<file path="src/rtl/mlcd_pkg.sv">
// Shared constants, state encodings and probe tables for the MCU LCD controller ID reader.
package mlcd_pkg;

  localparam logic [15:0] ID_9341 = 16'h9341;
  localparam logic [15:0] ID_5310 = 16'h5310;
  localparam logic [15:0] ID_5510 = 16'h5510;
  localparam logic [15:0] ID_1963 = 16'h1963;

  localparam logic [15:0] CMD_P0 = 16'h00D3;
  localparam logic [15:0] CMD_P1 = 16'h00D4;
  localparam logic [15:0] CMD_P2 = 16'hDB00;
  localparam logic [15:0] CMD_P3 = 16'h00A1;

  localparam logic [2:0] WORDS_P0 = 3'd4;
  localparam logic [2:0] WORDS_P1 = 3'd4;
  localparam logic [2:0] WORDS_P2 = 3'd2;
  localparam logic [2:0] WORDS_P3 = 3'd3;

  localparam logic [1:0] LAST_PROBE = 2'd3;

  typedef enum logic [2:0] {
    ST_IDLE, ST_CMD_L, ST_CMD_H, ST_RD_L, ST_RD_H, ST_EVAL, ST_GAP, ST_DONE
  } mlcd_state_t;

  typedef enum logic [1:0] {BC_IDLE, BC_LOW, BC_HIGH} bc_phase_t;

  typedef logic [3:0][7:0] word_bank_t;

  function automatic logic [15:0] probe_cmd(input logic [1:0] idx);
    case (idx)
      2'd0:    probe_cmd = CMD_P0;
      2'd1:    probe_cmd = CMD_P1;
      2'd2:    probe_cmd = CMD_P2;
      2'd3:    probe_cmd = CMD_P3;
      default: probe_cmd = CMD_P0;
    endcase
  endfunction

  function automatic logic [2:0] probe_words(input logic [1:0] idx);
    case (idx)
      2'd0:    probe_words = WORDS_P0;
      2'd1:    probe_words = WORDS_P1;
      2'd2:    probe_words = WORDS_P2;
      2'd3:    probe_words = WORDS_P3;
      default: probe_words = WORDS_P0;
    endcase
  endfunction

  function automatic logic [15:0] probe_id(input logic [1:0] idx);
    case (idx)
      2'd0:    probe_id = ID_9341;
      2'd1:    probe_id = ID_5310;
      2'd2:    probe_id = ID_5510;
      2'd3:    probe_id = ID_1963;
      default: probe_id = 16'h0000;
    endcase
  endfunction

  // Only the low byte of each returned word carries ID information.
  function automatic logic probe_match(input logic [1:0] idx, input word_bank_t w);
    case (idx)
      2'd0:    probe_match = (w[2] == 8'h93) && (w[3] == 8'h41);
      2'd1:    probe_match = (w[2] == 8'h53) && (w[3] == 8'h10);
      2'd2:    probe_match = (w[1] == 8'h80);
      2'd3:    probe_match = (w[1] == 8'h57) && (w[2] == 8'h61);
      default: probe_match = 1'b0;
    endcase
  endfunction

endpackage

</file>
<file path="src/rtl/mlcd_id_reader_bus_cycle.sv">
// One Intel 8080 command write or data read: strobe-low phase, strobe-high phase, registered bus pins.
module mlcd_bus_cycle
  import mlcd_pkg::*;
#(
  parameter int WR_LOW  = 2,
  parameter int WR_HIGH = 2,
  parameter int RD_LOW  = 8,
  parameter int RD_HIGH = 8
) (
  input  logic        clk,
  input  logic        rst_n,
  input  logic        go,
  input  logic        is_read,
  input  logic [15:0] wdata,
  input  logic [15:0] data_in,
  output logic        done,
  output logic        low_done,
  output logic [15:0] rdata,
  output logic        cs,
  output logic        rs,
  output logic        wr,
  output logic        rd,
  output logic [15:0] data_out,
  output logic        data_oe
);

  localparam int MAX_A  = (WR_LOW > WR_HIGH) ? WR_LOW : WR_HIGH;
  localparam int MAX_B  = (RD_LOW > RD_HIGH) ? RD_LOW : RD_HIGH;
  localparam int MAXLEN = (MAX_A > MAX_B) ? MAX_A : MAX_B;
  localparam int CW     = $clog2(MAXLEN + 1);

  localparam logic [CW-1:0] WR_LOW_C  = CW'(WR_LOW);
  localparam logic [CW-1:0] WR_HIGH_C = CW'(WR_HIGH);
  localparam logic [CW-1:0] RD_LOW_C  = CW'(RD_LOW);
  localparam logic [CW-1:0] RD_HIGH_C = CW'(RD_HIGH);
  localparam logic [CW-1:0] CNT_ONE   = CW'(1);

  bc_phase_t     phase_r;
  logic          read_r;
  logic [CW-1:0] cnt_r;
  logic [15:0]   rdata_r;
  logic          cs_r, rs_r, wr_r, rd_r, oe_r;
  logic [15:0]   dout_r;

  assign low_done = (phase_r == BC_LOW)  && (cnt_r == CNT_ONE);
  assign done     = (phase_r == BC_HIGH) && (cnt_r == CNT_ONE);
  assign rdata    = rdata_r;
  assign cs       = cs_r;
  assign rs       = rs_r;
  assign wr       = wr_r;
  assign rd       = rd_r;
  assign data_out = dout_r;
  assign data_oe  = oe_r;

  // Phase sequencer: a new go may arrive in the final high cycle so cycles chain without gaps.
  always_ff @(posedge clk or negedge rst_n) begin
    if (!rst_n) begin
      phase_r <= BC_IDLE;
      read_r  <= 1'b0;
      cnt_r   <= '0;
      rdata_r <= 16'h0000;
      cs_r    <= 1'b1;
      rs_r    <= 1'b1;
      wr_r    <= 1'b1;
      rd_r    <= 1'b1;
      dout_r  <= 16'h0000;
      oe_r    <= 1'b0;
    end else if (go) begin
      phase_r <= BC_LOW;
      read_r  <= is_read;
      cnt_r   <= is_read ? RD_LOW_C : WR_LOW_C;
      cs_r    <= 1'b0;
      rs_r    <= is_read;
      wr_r    <= is_read;
      rd_r    <= !is_read;
      dout_r  <= is_read ? 16'h0000 : wdata;
      oe_r    <= !is_read;
    end else begin
      case (phase_r)
        BC_LOW: begin
          if (cnt_r == CNT_ONE) begin
            phase_r <= BC_HIGH;
            cnt_r   <= read_r ? RD_HIGH_C : WR_HIGH_C;
            wr_r    <= 1'b1;
            rd_r    <= 1'b1;
            if (read_r) begin
              rdata_r <= data_in;
            end
          end else begin
            cnt_r <= cnt_r - CNT_ONE;
          end
        end
        BC_HIGH: begin
          if (cnt_r == CNT_ONE) begin
            phase_r <= BC_IDLE;
            cnt_r   <= '0;
            cs_r    <= 1'b1;
            rs_r    <= 1'b1;
            dout_r  <= 16'h0000;
            oe_r    <= 1'b0;
          end else begin
            cnt_r <= cnt_r - CNT_ONE;
          end
        end
        BC_IDLE: begin
          phase_r <= BC_IDLE;
        end
        default: begin
          phase_r <= BC_IDLE;
        end
      endcase
    end
  end

endmodule

</file>
<file path="src/rtl/mlcd_id_reader.sv">
// Probes four LCD controller families over the 8080 bus and reports the first matching controller ID.
module mlcd_id_reader
  import mlcd_pkg::*;
#(
  parameter int WR_LOW  = 2,
  parameter int WR_HIGH = 2,
  parameter int RD_LOW  = 8,
  parameter int RD_HIGH = 8
) (
  input  logic        clk,
  input  logic        rst_n,
  input  logic        start,
  output logic        mlcd_cs,
  output logic        mlcd_rs,
  output logic        mlcd_wr,
  output logic        mlcd_rd,
  output logic [15:0] mlcd_data_out,
  output logic        mlcd_data_oe,
  input  logic [15:0] mlcd_data_in,
  output logic        busy,
  output logic        id_done,
  output logic        id_valid,
  output logic [15:0] lcd_id
);

  mlcd_state_t state_r, state_nx;
  logic [1:0]  probe_r;
  logic [1:0]  wcnt_r;
  word_bank_t  words_r;
  logic        busy_r, id_done_r, id_valid_r;
  logic [15:0] lcd_id_r;

  logic        bc_go_s, bc_is_read_s, bc_done_s, bc_low_done_s;
  logic [15:0] bc_wdata_s, bc_rdata_s;
  logic        eval_match_s;
  logic [1:0]  last_word_s;

  assign eval_match_s = probe_match(probe_r, words_r);
  assign last_word_s  = 2'(probe_words(probe_r) - 3'd1);

  assign busy     = busy_r;
  assign id_done  = id_done_r;
  assign id_valid = id_valid_r;
  assign lcd_id   = lcd_id_r;

  mlcd_bus_cycle #(
    .WR_LOW (WR_LOW),
    .WR_HIGH(WR_HIGH),
    .RD_LOW (RD_LOW),
    .RD_HIGH(RD_HIGH)
  ) u_bus (
    .clk     (clk),
    .rst_n   (rst_n),
    .go      (bc_go_s),
    .is_read (bc_is_read_s),
    .wdata   (bc_wdata_s),
    .data_in (mlcd_data_in),
    .done    (bc_done_s),
    .low_done(bc_low_done_s),
    .rdata   (bc_rdata_s),
    .cs      (mlcd_cs),
    .rs      (mlcd_rs),
    .wr      (mlcd_wr),
    .rd      (mlcd_rd),
    .data_out(mlcd_data_out),
    .data_oe (mlcd_data_oe)
  );

  // Next-state and bus-cycle launch decode.
  always_comb begin
    state_nx     = state_r;
    bc_go_s      = 1'b0;
    bc_is_read_s = 1'b0;
    bc_wdata_s   = 16'h0000;
    case (state_r)
      ST_IDLE, ST_DONE: begin
        if (start) begin
          state_nx   = ST_CMD_L;
          bc_go_s    = 1'b1;
          bc_wdata_s = CMD_P0;
        end else begin
          state_nx = state_r;
        end
      end
      ST_CMD_L: begin
        if (bc_low_done_s) state_nx = ST_CMD_H;
        else               state_nx = ST_CMD_L;
      end
      ST_CMD_H: begin
        if (bc_done_s) begin
          state_nx     = ST_RD_L;
          bc_go_s      = 1'b1;
          bc_is_read_s = 1'b1;
        end else begin
          state_nx = ST_CMD_H;
        end
      end
      ST_RD_L: begin
        if (bc_low_done_s) state_nx = ST_RD_H;
        else               state_nx = ST_RD_L;
      end
      ST_RD_H: begin
        if (bc_done_s && (wcnt_r == last_word_s)) begin
          state_nx = ST_EVAL;
        end else if (bc_done_s) begin
          state_nx     = ST_RD_L;
          bc_go_s      = 1'b1;
          bc_is_read_s = 1'b1;
        end else begin
          state_nx = ST_RD_H;
        end
      end
      ST_EVAL: begin
        if (eval_match_s || (probe_r == LAST_PROBE)) state_nx = ST_DONE;
        else                                         state_nx = ST_GAP;
      end
      ST_GAP: begin
        state_nx   = ST_CMD_L;
        bc_go_s    = 1'b1;
        bc_wdata_s = probe_cmd(probe_r);
      end
      default: begin
        state_nx = ST_IDLE;
      end
    endcase
  end

  // State register, word capture, probe advance and result outputs.
  always_ff @(posedge clk or negedge rst_n) begin
    if (!rst_n) begin
      state_r    <= ST_IDLE;
      probe_r    <= 2'd0;
      wcnt_r     <= 2'd0;
      words_r    <= '0;
      busy_r     <= 1'b0;
      id_done_r  <= 1'b0;
      id_valid_r <= 1'b0;
      lcd_id_r   <= 16'h0000;
    end else begin
      state_r <= state_nx;
      case (state_r)
        ST_IDLE, ST_DONE: begin
          if (start) begin
            busy_r     <= 1'b1;
            id_done_r  <= 1'b0;
            id_valid_r <= 1'b0;
            lcd_id_r   <= 16'h0000;
            probe_r    <= 2'd0;
            wcnt_r     <= 2'd0;
          end
        end
        ST_GAP: begin
          wcnt_r <= 2'd0;
        end
        ST_RD_H: begin
          if (bc_done_s) begin
            words_r[wcnt_r] <= bc_rdata_s[7:0];
            wcnt_r          <= wcnt_r + 2'd1;
          end
        end
        ST_EVAL: begin
          if (eval_match_s) begin
            busy_r     <= 1'b0;
            id_done_r  <= 1'b1;
            id_valid_r <= 1'b1;
            lcd_id_r   <= probe_id(probe_r);
          end else if (probe_r == LAST_PROBE) begin
            busy_r     <= 1'b0;
            id_done_r  <= 1'b1;
            id_valid_r <= 1'b0;
            lcd_id_r   <= 16'h0000;
          end else begin
            probe_r <= probe_r + 2'd1;
          end
        end
        default: begin
        end
      endcase
    end
  end

endmodule

</file>
<file path="config.mk">
export PLATFORM = sky130hd
export DESIGN_NAME = mlcd_id_reader
export DESIGN_NICKNAME = d
export VERILOG_FILES = /design/src/rtl/mlcd_pkg.sv /design/src/rtl/mlcd_id_reader_bus_cycle.sv /design/src/rtl/mlcd_id_reader.sv
export SDC_FILE = /design/constraint.sdc
export NUM_CORES = 1
export LEC_CHECK = 0
export ABC_CLOCK_PERIOD_IN_PS = 2100
export CAP_MARGIN = 20
export CELL_PAD_IN_SITES_DETAIL_PLACEMENT = 1
export CELL_PAD_IN_SITES_GLOBAL_PLACEMENT = 1
export CORE_ASPECT_RATIO = 0.6
export CORE_MARGIN = 5
export CORE_UTILIZATION = 38
export DETAILED_ROUTE_END_ITERATION = 8
export HOLD_SLACK_MARGIN = 0.1
export PLACE_DENSITY_LB_ADDON = 0.1
export SYNTH_ARGS = -nofsm -noshare
export SYNTH_HDL_FRONTEND = slang
export SYNTH_SLANG_ARGS = --single-unit
</file>
<file path="constraint.sdc">
create_clock -name clk -period 2.1 [get_ports clk]
set_input_delay 0.315 -clock clk [delete_from_list [all_inputs] [get_ports clk]]
set_output_delay 0.315 -clock clk [all_outputs]
set_load 0.01 [all_outputs]
</file>
==> impl_metrics.csv <==
group,metric,value,unit
floorplan,start_util,0.396,
synthesis,async_flop_share,1.00,
floorplan,core,8620,sq um
finish,area_growth,36.4,%
pwr,finalPower,5660,uW
finish,fillers,886,
global_routing,antenna_found_initial,0,
timing,worst_slew_pin_slew,588,ps
finish,layout-drive-gt1-share,0.385,
finish,layout_commonest_cell,"dfrtp_1",
timing,slew_violations,0,
finish,regArea,1680,sq um
synthesis,synth_cells,299,
synthesis,synth_flop_cell,"dfrtp_1",
global_routing,grt_pass1_vias,2747,
routing,drc,0,
global_routing,grt_util_all_layers,0.174,
routing,routed_via_density,5.26,
synthesis,synth.avg_cell_area,11.4,sq um
placed_design,gp_congestion,0.836,
clock_tree,htreeDepth,3,
routing,initialDrtViolationCount,110,
worst_setup_path,path_max_fanout,4,
global_routing,grt_max_degree,32,
run,cap_violations,0,
clock_tree,clk_path_buf_depth,2,
floorplan,fp.dieH,83.4,um
placed_design,numPortBuffers,43,
floorplan,pin_count,59,
timing,fmax,478,MHz
floorplan,die-area,11000,sq um
synthesis,synth_edf_count,0,
timing,setup_viol,0,
timing,fin_crit_sh,0.997,
timing,relSlewSlack,0.608,
clock_tree,cts_root_buf,"clkbuf_16",
routing,final_antenna_net_count,0,
finish,fin_nets,407,
synthesis,yosys_warnings,0,
global_routing,overflow,0,
synthesis,yosys.area.top_type,"dfrtp_1",
timing,finClkSkew,5.61,ps
synthesis,yosysUniqueCellTypes,68,
floorplan,die_w,132,um
synthesis,synth_top_area_frac,0.462,
pwr,leakage,0.00216,uW
clock_tree,clock-sinks,67,
routing,wl_per_cell,19.4,um
timing,hold_violations,0,
worst_setup_path,start_kind,"flip-flop",
synthesis,synth_area,3420,sq um
pwr,power_density,1210,nW/um^2
clock_tree,cts.clk_slew.worst_paths,50,ps
worst_setup_path,reg2regPathDepth,8,
routing,via_count,2599,
routing,first_pass_iters,4,
pwr,max-vdd-ir-drop,0.443,mV
worst_setup_path,critPathCaptureType,"flip-flop",
finish,num_antenna_cells,0,
synthesis,synth_area_leaders,"dfrtp_1 (46%), mux2_2 (11%), buf_4 (4.4%), ha_1 (3.7%), dfstp_2 (3.1%)",
clock_tree,clk_latency,330,ps
finish,mostFrequentLayoutCells,"dfrtp_1 (62), clkdlybuf4s50_1 (42), buf_4 (42)",
status,status,"finished clean",
worst_setup_path,crit_type,"reg -> reg",
synthesis,yosysSeqAreaShare,0.492,
finish,multi_input_area,1680,sq um
worst_setup_path,critical_path_arrival,2310,ps
timing,tns,0,ps
clock_tree,cts_tree,"built",
global_routing,grt_pass1_wl,15.2,mm
synthesis,ys_ff_latch,67,
clock_tree,cts_buffers,9,
floorplan,num_rows,26,
worst_setup_path,cp.required,2320,ps
routing,routed_wl,9.60,mm
min_path,hp-class,"in -> async",
timing,period_needed,2090,ps
placed_design,dpl.hpwl,7.06,mm
==> path summary, 6_finish.rpt <==
kind	startpoint	to	slack [ps]
min reg2reg	u_bus.data_oe$_DFFE_PN0P_	u_bus.data_oe$_DFFE_PN0P_	490
max reg2reg	words_r[21]$_DFFE_PN0P_	lcd_id[15]$_DFFE_PN0P_	7
max in group asynchronous	rst_n	words_r[19]$_DFFE_PN0P_	1090
min	rst_n	state_r[1]$_DFFE_PN0P_	440
min in group clk	u_bus.data_oe$_DFFE_PN0P_	u_bus.data_oe$_DFFE_PN0P_	490
max	words_r[21]$_DFFE_PN0P_	lcd_id[15]$_DFFE_PN0P_	7
==> stage by stage <==
step	setup WS, ps	cell area [sq um]	utilization	hold slack, ps	cells
4_1_cts	-22.3	4450	0.517	447	486
2_1_floorplan	18.1	3440	-	19.4	305
3_5_place_dp	-332	4090	0.475	270	469
5_1_grt	-61.2	4660	0.540	492	494
3_3_place_gp	-242	4090	0.475	263	469
6_report	6.51	4660	0.540	440	494
==> what timing repair did <==
item | 4_1_cts | 5_1_grt
endpoints found under the hold margin | 13 | 0
endpoints found under the setup margin | 36 | 50
pin swaps | 2 | 5
buffers inserted | 1 | 8
hold buffers | 1 | 0
gates cloned | 0 | 0
gates resized for setup | 5 | 31
==> synthesized netlist by cell type, types with 2 or more instances <==
master	instances
dfrtp_1	63
mux2_2	32
nand2_1	27
buf_4	20
nor2_1	16
o21ai_0	12
inv_1	11
ha_1	10
a21oi_1	7
nor3_1	5
dfstp_2	4
nand3_1	4
o31ai_1	4
a221o_2	3
a22o_2	3
a31oi_1	3
a32o_1	3
and4b_1	3
clkbuf_1	3
nand2b_1	3
nor4_1	3
o22ai_1	3
a31o_2	2
and2b_1	2
buf_6	2
mux2i_1	2
nand2_2	2
nor2b_1	2
nor3_2	2
nor4b_1	2
nor4bb_1	2
or3_1	2
xnor2_1	2
==> cells by family (layout without fill, tap and decap cells) <==
kind of cell / Yosys count / in the layout / synth area share
compound gates: 53 / 53 / 0.120
xor+xnor: 2 / 2 / 0.00513
fa+ha+maj: 10 / 10 / 0.0366
buf+inv: 38 / 115 / 0.0689
flops: 67 / 67 / 0.492
mux: 35 / 35 / 0.115
other cells: 1 / 7 / 0.00110
simple gates: 93 / 93 / 0.161
==> critical path, cell delays in order, from the launching register on <==
cell and delay [ps]:
dfrtp_1 400, nor4bb_2 350, buf_4 180, nand3_2 90, a2111oi_4 360, buf_4 200
buf_4 120, nor2_1 40, a31o_2 230
==> where the power goes <==
| group | switching, uW | leakage (uW) | internal [uW] | total (uW) |
|---|---|---|---|---|
| clock | 535 | 0.000155 | 1040 | 1580 |
| combinational | 1030 | 0.00113 | 1120 | 2140 |
| sequential | 296 | 0.000868 | 1640 | 1930 |
==> routing by layer <==
layer | GRT usage | wire length [um]
met4 | 0.0481 | 158
met1 | 0.270 | 5070
met5 | 0 | 0
met3 | 0.0550 | 523
met2 | 0.228 | 3840
==> cell type report <==
type | instances | area share
sequential | 67 | 0.361
multi-input combinational | 200 | 0.360
timing repair buffer | 89 | 0.172
clock buffer | 14 | 0.0610
tap | 112 | 0.0301
inverter | 11 | 0.00886
clock inverter | 1 | 0.00645
==> state kept, by name, indices dropped and copies added, names as in the netlist <==
name            flops
u_bus.wr            1
u_bus.read_r        1
wcnt_r              2
u_bus.rs            1
id_done             1
u_bus.cnt_r         4
words_r            24
u_bus.rd            1
lcd_id              7
state_r             3
u_bus.rdata         8
u_bus.data_out      7
u_bus.phase_r       2
probe_r             2
busy                1
u_bus.data_oe       1
u_bus.cs            1
Power figures use the tool's default switching activity.
